--- src/rtl/rv_pkg.sv ---
// Shared register-file geometry and helpers for the RV issue-side blocks.
package rv_pkg;

    localparam int REG_IDX_W = 5;
    localparam int XLEN      = 32;
    localparam int NREGS     = 32;

    typedef logic [REG_IDX_W-1:0] reg_idx_t;

    // Number of set bits in a register-file-wide mask.
    function automatic logic [REG_IDX_W:0] popcount_regs(input logic [NREGS-1:0] mask);
        logic [REG_IDX_W:0] cnt;
        cnt = '0;
        for (int i = 0; i < NREGS; i++) begin
            cnt = cnt + {{REG_IDX_W{1'b0}}, mask[i]};
        end
        return cnt;
    endfunction

endpackage

--- src/rtl/rv_reg_fwd.sv ---
// One read port's writeback forward register: captures data written to the
// register being read this cycle and substitutes it for the stale RF output.
module rv_reg_fwd
    import rv_pkg::*;
(
    input  logic            i_clk,
    input  logic            i_reset_n,
    input  reg_idx_t        i_rs,
    input  logic            i_wb_valid,
    input  reg_idx_t        i_wb_rd,
    input  logic [XLEN-1:0] i_wb_data,
    input  logic [XLEN-1:0] i_rf_data,
    output logic [XLEN-1:0] o_data
);

    logic            fwd_q;
    logic            fwd_d;
    logic [XLEN-1:0] fwd_data_q;
    logic [XLEN-1:0] fwd_data_d;

    // Forward decision: x0 reads never forward since the RF always returns zero.
    always_comb begin
        fwd_d      = 1'b0;
        fwd_data_d = fwd_data_q;
        if (i_wb_valid && (i_wb_rd == i_rs) && (i_rs != 5'd0)) begin
            fwd_d      = 1'b1;
            fwd_data_d = i_wb_data;
        end else begin
            fwd_d      = 1'b0;
            fwd_data_d = fwd_data_q;
        end
    end

    // Forward flag and captured data.
    always_ff @(posedge i_clk) begin
        if (!i_reset_n) begin
            fwd_q      <= 1'b0;
            fwd_data_q <= '0;
        end else begin
            fwd_q      <= fwd_d;
            fwd_data_q <= fwd_data_d;
        end
    end

    assign o_data = fwd_q ? fwd_data_q : i_rf_data;

endmodule

--- src/rtl/rv_reg_scoreboard.sv ---
// Issue-side register scoreboard: tracks pending writes, stalls decode on
// RAW/WAW hazards, drives the RF write port and forwards around read latency.
module rv_reg_scoreboard
    import rv_pkg::*;
#(
    parameter int PERF_W    = 32,
    parameter bit BYPASS_WB = 1'b1
) (
    input  logic              i_clk,
    input  logic              i_reset_n,
    input  logic              i_issue_valid,
    output logic              o_issue_ready,
    input  reg_idx_t          i_rs1,
    input  reg_idx_t          i_rs2,
    input  logic              i_use_rs1,
    input  logic              i_use_rs2,
    input  reg_idx_t          i_rd,
    input  logic              i_rd_we,
    input  logic              i_wb_valid,
    input  reg_idx_t          i_wb_rd,
    input  logic [XLEN-1:0]   i_wb_data,
    output reg_idx_t          o_rf_rs1,
    output reg_idx_t          o_rf_rs2,
    input  logic [XLEN-1:0]   i_rf_data1,
    input  logic [XLEN-1:0]   i_rf_data2,
    output logic              o_rf_write,
    output reg_idx_t          o_rf_rd,
    output logic [XLEN-1:0]   o_rf_data,
    output logic [XLEN-1:0]   o_data1,
    output logic [XLEN-1:0]   o_data2,
    output logic [REG_IDX_W:0] o_pending,
    output logic              o_idle,
    output logic              o_err,
    output logic [PERF_W-1:0] o_stall_cnt
);

    logic [NREGS-1:0]   busy_q;
    logic [NREGS-1:0]   busy_d;
    logic [REG_IDX_W:0] pending_q;
    logic               err_q;
    logic               err_d;
    logic [PERF_W-1:0]  stall_q;
    logic [PERF_W-1:0]  stall_d;

    logic wb_live_s;
    logic clr1_s;
    logic clr2_s;
    logic raw1_s;
    logic raw2_s;
    logic waw_s;
    logic ready_s;
    logic fire_s;

    // Hazard detection; a same-cycle writeback always resolves WAW, but only
    // resolves RAW when the bypass path is enabled.
    always_comb begin
        wb_live_s = i_wb_valid && (i_wb_rd != 5'd0);
        clr1_s    = i_wb_valid && (i_wb_rd == i_rs1) && BYPASS_WB;
        clr2_s    = i_wb_valid && (i_wb_rd == i_rs2) && BYPASS_WB;
        raw1_s    = i_use_rs1 && (i_rs1 != 5'd0) && busy_q[i_rs1] && !clr1_s;
        raw2_s    = i_use_rs2 && (i_rs2 != 5'd0) && busy_q[i_rs2] && !clr2_s;
        waw_s     = i_rd_we && (i_rd != 5'd0) && busy_q[i_rd]
                    && !(i_wb_valid && (i_wb_rd == i_rd));
        ready_s   = !(raw1_s || raw2_s || waw_s);
        fire_s    = i_issue_valid && ready_s;
    end

    // Next busy set: clear on writeback first so a same-register issue re-sets it.
    always_comb begin
        busy_d = busy_q;
        if (wb_live_s) begin
            busy_d[i_wb_rd] = 1'b0;
        end else begin
            busy_d = busy_q;
        end
        if (fire_s && i_rd_we && (i_rd != 5'd0)) begin
            busy_d[i_rd] = 1'b1;
        end else begin
            busy_d[0] = 1'b0;
        end
        busy_d[0] = 1'b0;
    end

    // Sticky error and stall performance counter.
    always_comb begin
        err_d   = err_q || (wb_live_s && !busy_q[i_wb_rd]);
        stall_d = stall_q + {{(PERF_W-1){1'b0}}, (i_issue_valid && !ready_s)};
    end

    // Scoreboard state.
    always_ff @(posedge i_clk) begin
        if (!i_reset_n) begin
            busy_q    <= '0;
            pending_q <= '0;
            err_q     <= 1'b0;
            stall_q   <= '0;
        end else begin
            busy_q    <= busy_d;
            pending_q <= popcount_regs(busy_d);
            err_q     <= err_d;
            stall_q   <= stall_d;
        end
    end

    rv_reg_fwd u_fwd1 (
        .i_clk      (i_clk),
        .i_reset_n  (i_reset_n),
        .i_rs       (i_rs1),
        .i_wb_valid (i_wb_valid),
        .i_wb_rd    (i_wb_rd),
        .i_wb_data  (i_wb_data),
        .i_rf_data  (i_rf_data1),
        .o_data     (o_data1)
    );

    rv_reg_fwd u_fwd2 (
        .i_clk      (i_clk),
        .i_reset_n  (i_reset_n),
        .i_rs       (i_rs2),
        .i_wb_valid (i_wb_valid),
        .i_wb_rd    (i_wb_rd),
        .i_wb_data  (i_wb_data),
        .i_rf_data  (i_rf_data2),
        .o_data     (o_data2)
    );

    assign o_issue_ready = ready_s;
    assign o_rf_rs1      = i_rs1;
    assign o_rf_rs2      = i_rs2;
    assign o_rf_write    = wb_live_s && i_reset_n;
    assign o_rf_rd       = i_wb_rd;
    assign o_rf_data     = i_wb_data;
    assign o_pending     = pending_q;
    assign o_idle        = (pending_q == 6'd0);
    assign o_err         = err_q;
    assign o_stall_cnt   = stall_q;

endmodule

--- config.mk ---
export PLATFORM = sky130hd
export DESIGN_NAME = rv_reg_scoreboard
export DESIGN_NICKNAME = d
export VERILOG_FILES = /design/src/rtl/rv_pkg.sv /design/src/rtl/rv_reg_fwd.sv /design/src/rtl/rv_reg_scoreboard.sv
export SDC_FILE = /design/constraint.sdc
export NUM_CORES = 1
export LEC_CHECK = 0
export ABC_AREA = 1
export BUFFER_PORTS_ARGS = -buffer_cell sky130_fd_sc_hd__buf_2
export CAP_MARGIN = 40
export CORE_MARGIN = 8
export CORE_UTILIZATION = 50
export CTS_BUF_LIST = sky130_fd_sc_hd__clkbuf_8
export CTS_CLUSTER_DIAMETER = 150
export DETAILED_ROUTE_END_ITERATION = 16
export PLACE_DENSITY = 0.79
export SYNTH_ARGS = -nofsm -noshare
export SYNTH_HDL_FRONTEND = slang
export SYNTH_HIERARCHICAL = 1
export SYNTH_SLANG_ARGS = --single-unit
--- constraint.sdc ---
create_clock -name i_clk -period 17 [get_ports i_clk]
set_clock_uncertainty 0.05 [all_clocks]
set_input_delay 3.4 -clock i_clk [delete_from_list [all_inputs] [get_ports i_clk]]
set_output_delay 3.4 -clock i_clk [all_outputs]
set_load 0.005 [all_outputs]
==> flow_metrics.py <==
metrics = {
    "clock_tree": {
        "tritoncts.num_buffers": 17,
        "cts-hold-fix-buffers": 0,
        "tritoncts": "done",
        "clkSinkCount": 136,
        "path_clk_slew_ps": 90,
        "h_tree_lvl_count": 4,
        "cts_root_buffer": "sky130_fd_sc_hd__clkbuf_8",
        "clock_latency_ps": 460,
        "post-cts-setup-buffer-count": 0,
        "cts.repair.resized": 0,
        "cts-root-to-sink-buffers": 2,
    },
    "power_and_ir_drop": {
        "pwr-share-comb_pct": 30.2,
        "report.power.total_mw": 0.914,
        "power.share.switching_pct": 36.9,
        "cellLeakagePower_nw": 5.82,
        "clock_power_share_pct": 32.6,
        "cell_internal_pwr_mw": 0.576,
        "worst_ir_drop_on_vdd_uv": 111,
        "fraction_of_power_consumed_by_sequential_logic_pct": 37.2,
        "power-per-cell-area_nw_per_um2": 77.9,
        "total_switching_power_mw": 0.338,
    },
    "logic_synthesis": {
        "synth_area_sq_um": 10300,
        "ys_seq_elements": 136,
        "dominant_cell_by_count_in_the_synthesized_netlist": "sky130_fd_sc_hd__nand2_1",
        "synthesis.instances": 1578,
        "postSynthAreaPerCell_sq_um": 6.50,
        "netlist_top_cells_area": "sky130_fd_sc_hd__dfxtp_1 27%, sky130_fd_sc_hd__nand2_1 12%, sky130_fd_sc_hd__nor2_1 9.1%",
        "share_of_synthesized_area_occupied_by_flip_flops_and_latches_pct": 26.5,
        "synth_nets": 1733,
        "synth_top_area_share_pct": 26.5,
        "synth-main-ff-cell": "sky130_fd_sc_hd__dfxtp_1",
        "netlist-cell-type-count": 47,
        "synth_edf_count": 0,
        "ys.warnings.count": 6,
        "async_flop_share_pct": 0,
        "synth_commonest_cells": "337 x sky130_fd_sc_hd__nand2_1, 248 x sky130_fd_sc_hd__nor2_1, 243 x sky130_fd_sc_hd__inv_1",
        "synth_top_area_cell": "sky130_fd_sc_hd__dfxtp_1",
    },
    "sta": {
        "report.final.slew_viol_count": 0,
        "final.min_clock_period_ps": 10040,
        "timing_worst_slew_pin_value_ps": 933,
        "timing.final.setup_violations": 0,
        "achievable-frequency_mhz": 99.6,
        "hold_violations": 0,
        "relSlewSlack_pct": 37.3,
        "final.setup.tns_ps": 0,
        "setup_repair_after_global_routing_missed_its_margin": "no",
        "layout_worst_path_cycle_share_pct": 59.1,
        "postLayoutSetupSlackWorst_ps": 6960,
    },
    "routing": {
        "drt_pass1_iterations": 6,
        "num_vias": 10900,
        "routedWlPerCell_microns": 18.2,
        "viasPerCell": 5.32,
        "totalWireLength_mm": 37.3,
        "drt_iter0_markers": 1137,
        "route.detailed.drc": 0,
        "ant_nets": 0,
    },
    "worst_setup_path": {
        "worst-endpoint-arrival_ps": 10330,
        "crit_path_buffers_inverters": 4,
        "critical_path.startpoint_type": "input pin",
        "required_ps": 17290,
        "largest_stage_delay_on_the_critical_path_ps": 650,
        "worst_path_dominant_cell_family": "adder cells",
        "crit_path_frequent_cell": "sky130_fd_sc_hd__fa_1",
        "timing.critical_path.to_type": "flip-flop",
        "setup.worst_path.class": "in -> reg",
        "crit_path_max_fanout": 32,
        "critical_path.slowest_cell": "sky130_fd_sc_hd__nor2_4",
    },
    "layout": {
        "final_area_sq_um": 11700,
        "layout_overhead_on_the_synthesized_area_pct": 14.3,
        "antenna_cells": 0,
        "final_net_count": 1921,
        "nFillCells": 1983,
        "drive_gt1_share_pct": 24.4,
    },
    "place": {
        "place.port_buffers": 275,
        "detailed_place.area_sq_um": 11300,
        "place_congestion": 0.975,
        "detailedPlace.worstSlack_ps": 6640,
        "dp_hpwl_mm": 28.3,
    },
    "floorplanning": {
        "floorplan.initialDensity_pct": 50.9,
        "core_sq_um": 20200,
        "num_rows": 52,
        "die_h_microns": 159,
        "die-width_microns": 159,
        "dieArea_sq_um": 25400,
        "ios": 276,
    },
    "global_route": {
        "overflow": 0,
        "grt_start_max_net_pins": 85,
        "grt_pass1_wl_mm": 58.8,
        "globalRouteTotalUtil_pct": 28.5,
        "antenna_violations_before_repair": 0,
        "first_global_vias": 10500,
    },
    "job": {
        "max_cap_viols": 0,
    },
    "min_path": {
        "hold_path_class": "reg -> reg",
    },
    "run_status": {
        "run_status": "complete, no violations",
    },
}
[worst paths after layout]
check,from,endpoint,slack [ps],depth (start not counted)
hold / removal,o_err,o_err,400,2
setup reg to reg,busy_q[20],o_pending[4],9810,27
hold reg to reg,o_err,o_err,400,2
setup / recovery,i_rs1[0],o_pending[4],6960,29
[cell type report]
| type | instances | area (sq um) | area share [%] |
|---|---|---|---|
| multi-input cells | 1071 | 5830 | 49.7 |
| well taps | 270 | 338 | 2.88 |
| repair buffers | 285 | 1450 | 12.4 |
| flip-flops and latches | 136 | 2720 | 23.2 |
| inverters | 255 | 957 | 8.16 |
| clock buffers | 17 | 234 | 2.00 |
| clock inverters | 15 | 195 | 1.66 |
[metal layers]
layer | routed length (microns) | track usage (%)
met1 | 15000 | 34.3
met2 | 17600 | 48.2
met3 | 3300 | 6.75
met4 | 1440 | 11.5
met5 | 0 | 0
[sequential cells by signal (all words and copies together), names as in the netlist]
register	cells
u_fwd1/fwd_data_q	32
o_pending	6
o_stall_cnt	32
u_fwd2/fwd_q	1
u_fwd1/fwd_q	1
busy_q	31
u_fwd2/fwd_data_q	32
o_err	1
[through the flow]
step	hold WS, ps	util (%)	cells
floorplan	397	-	1578
global placement	390	56.0	2017
detailed placement	393	56.0	2017
CTS	406	58.1	2049
global route	448	58.1	2049
finish	402	58.1	2049
[worst min-delay path: cells and delay by family, from the launching register on]
| family | cells | cell delay, ps |
|---|---|---|
| flip-flops | 1 | 310 |
| AO/OA/AOI/OAI | 1 | 50 |
| buffers and inverters | 1 | 40 |
[cell usage in the layout (no fill, tap or decap), drive strengths merged, types with 54 or more instances in the layout]
master | Yosys | layout
o21ai | 54 | 54
a21oi | 75 | 75
nand4 | 74 | 74
dfxtp | 136 | 136
nor2 | 264 | 264
buf | 101 | 285
nand3 | 75 | 75
inv | 255 | 266
nand2 | 341 | 341
mux2 | 64 | 64
[kinds of logic (layout without fill, tap and decap cells)]
group / after synthesis / in the layout / share of synthesized area, %
multiplexers: 64 / 64 / 7.02
adder cells (fa/ha/maj): 32 / 32 / 5.58
buffers and inverters: 371 / 572 / 16.7
XOR/XNOR: 5 / 5 / 0.427
AND/OR/NAND/NOR: 801 / 801 / 34.4
flip-flops: 136 / 136 / 26.5
AO/OA/AOI/OAI: 169 / 169 / 9.41
[power groups by stage]
stage	logic, mW	clock network (mW)	registers, mW
after floorplan	0.190	0	0.344
after global placement	0.267	0	0.347
after detailed placement	0.273	0	0.347
after CTS	0.275	0.301	0.340
after global routing	0.313	0.314	0.341
final	0.276	0.298	0.340
No activity file was read; power rests on OpenSTA's default activity.
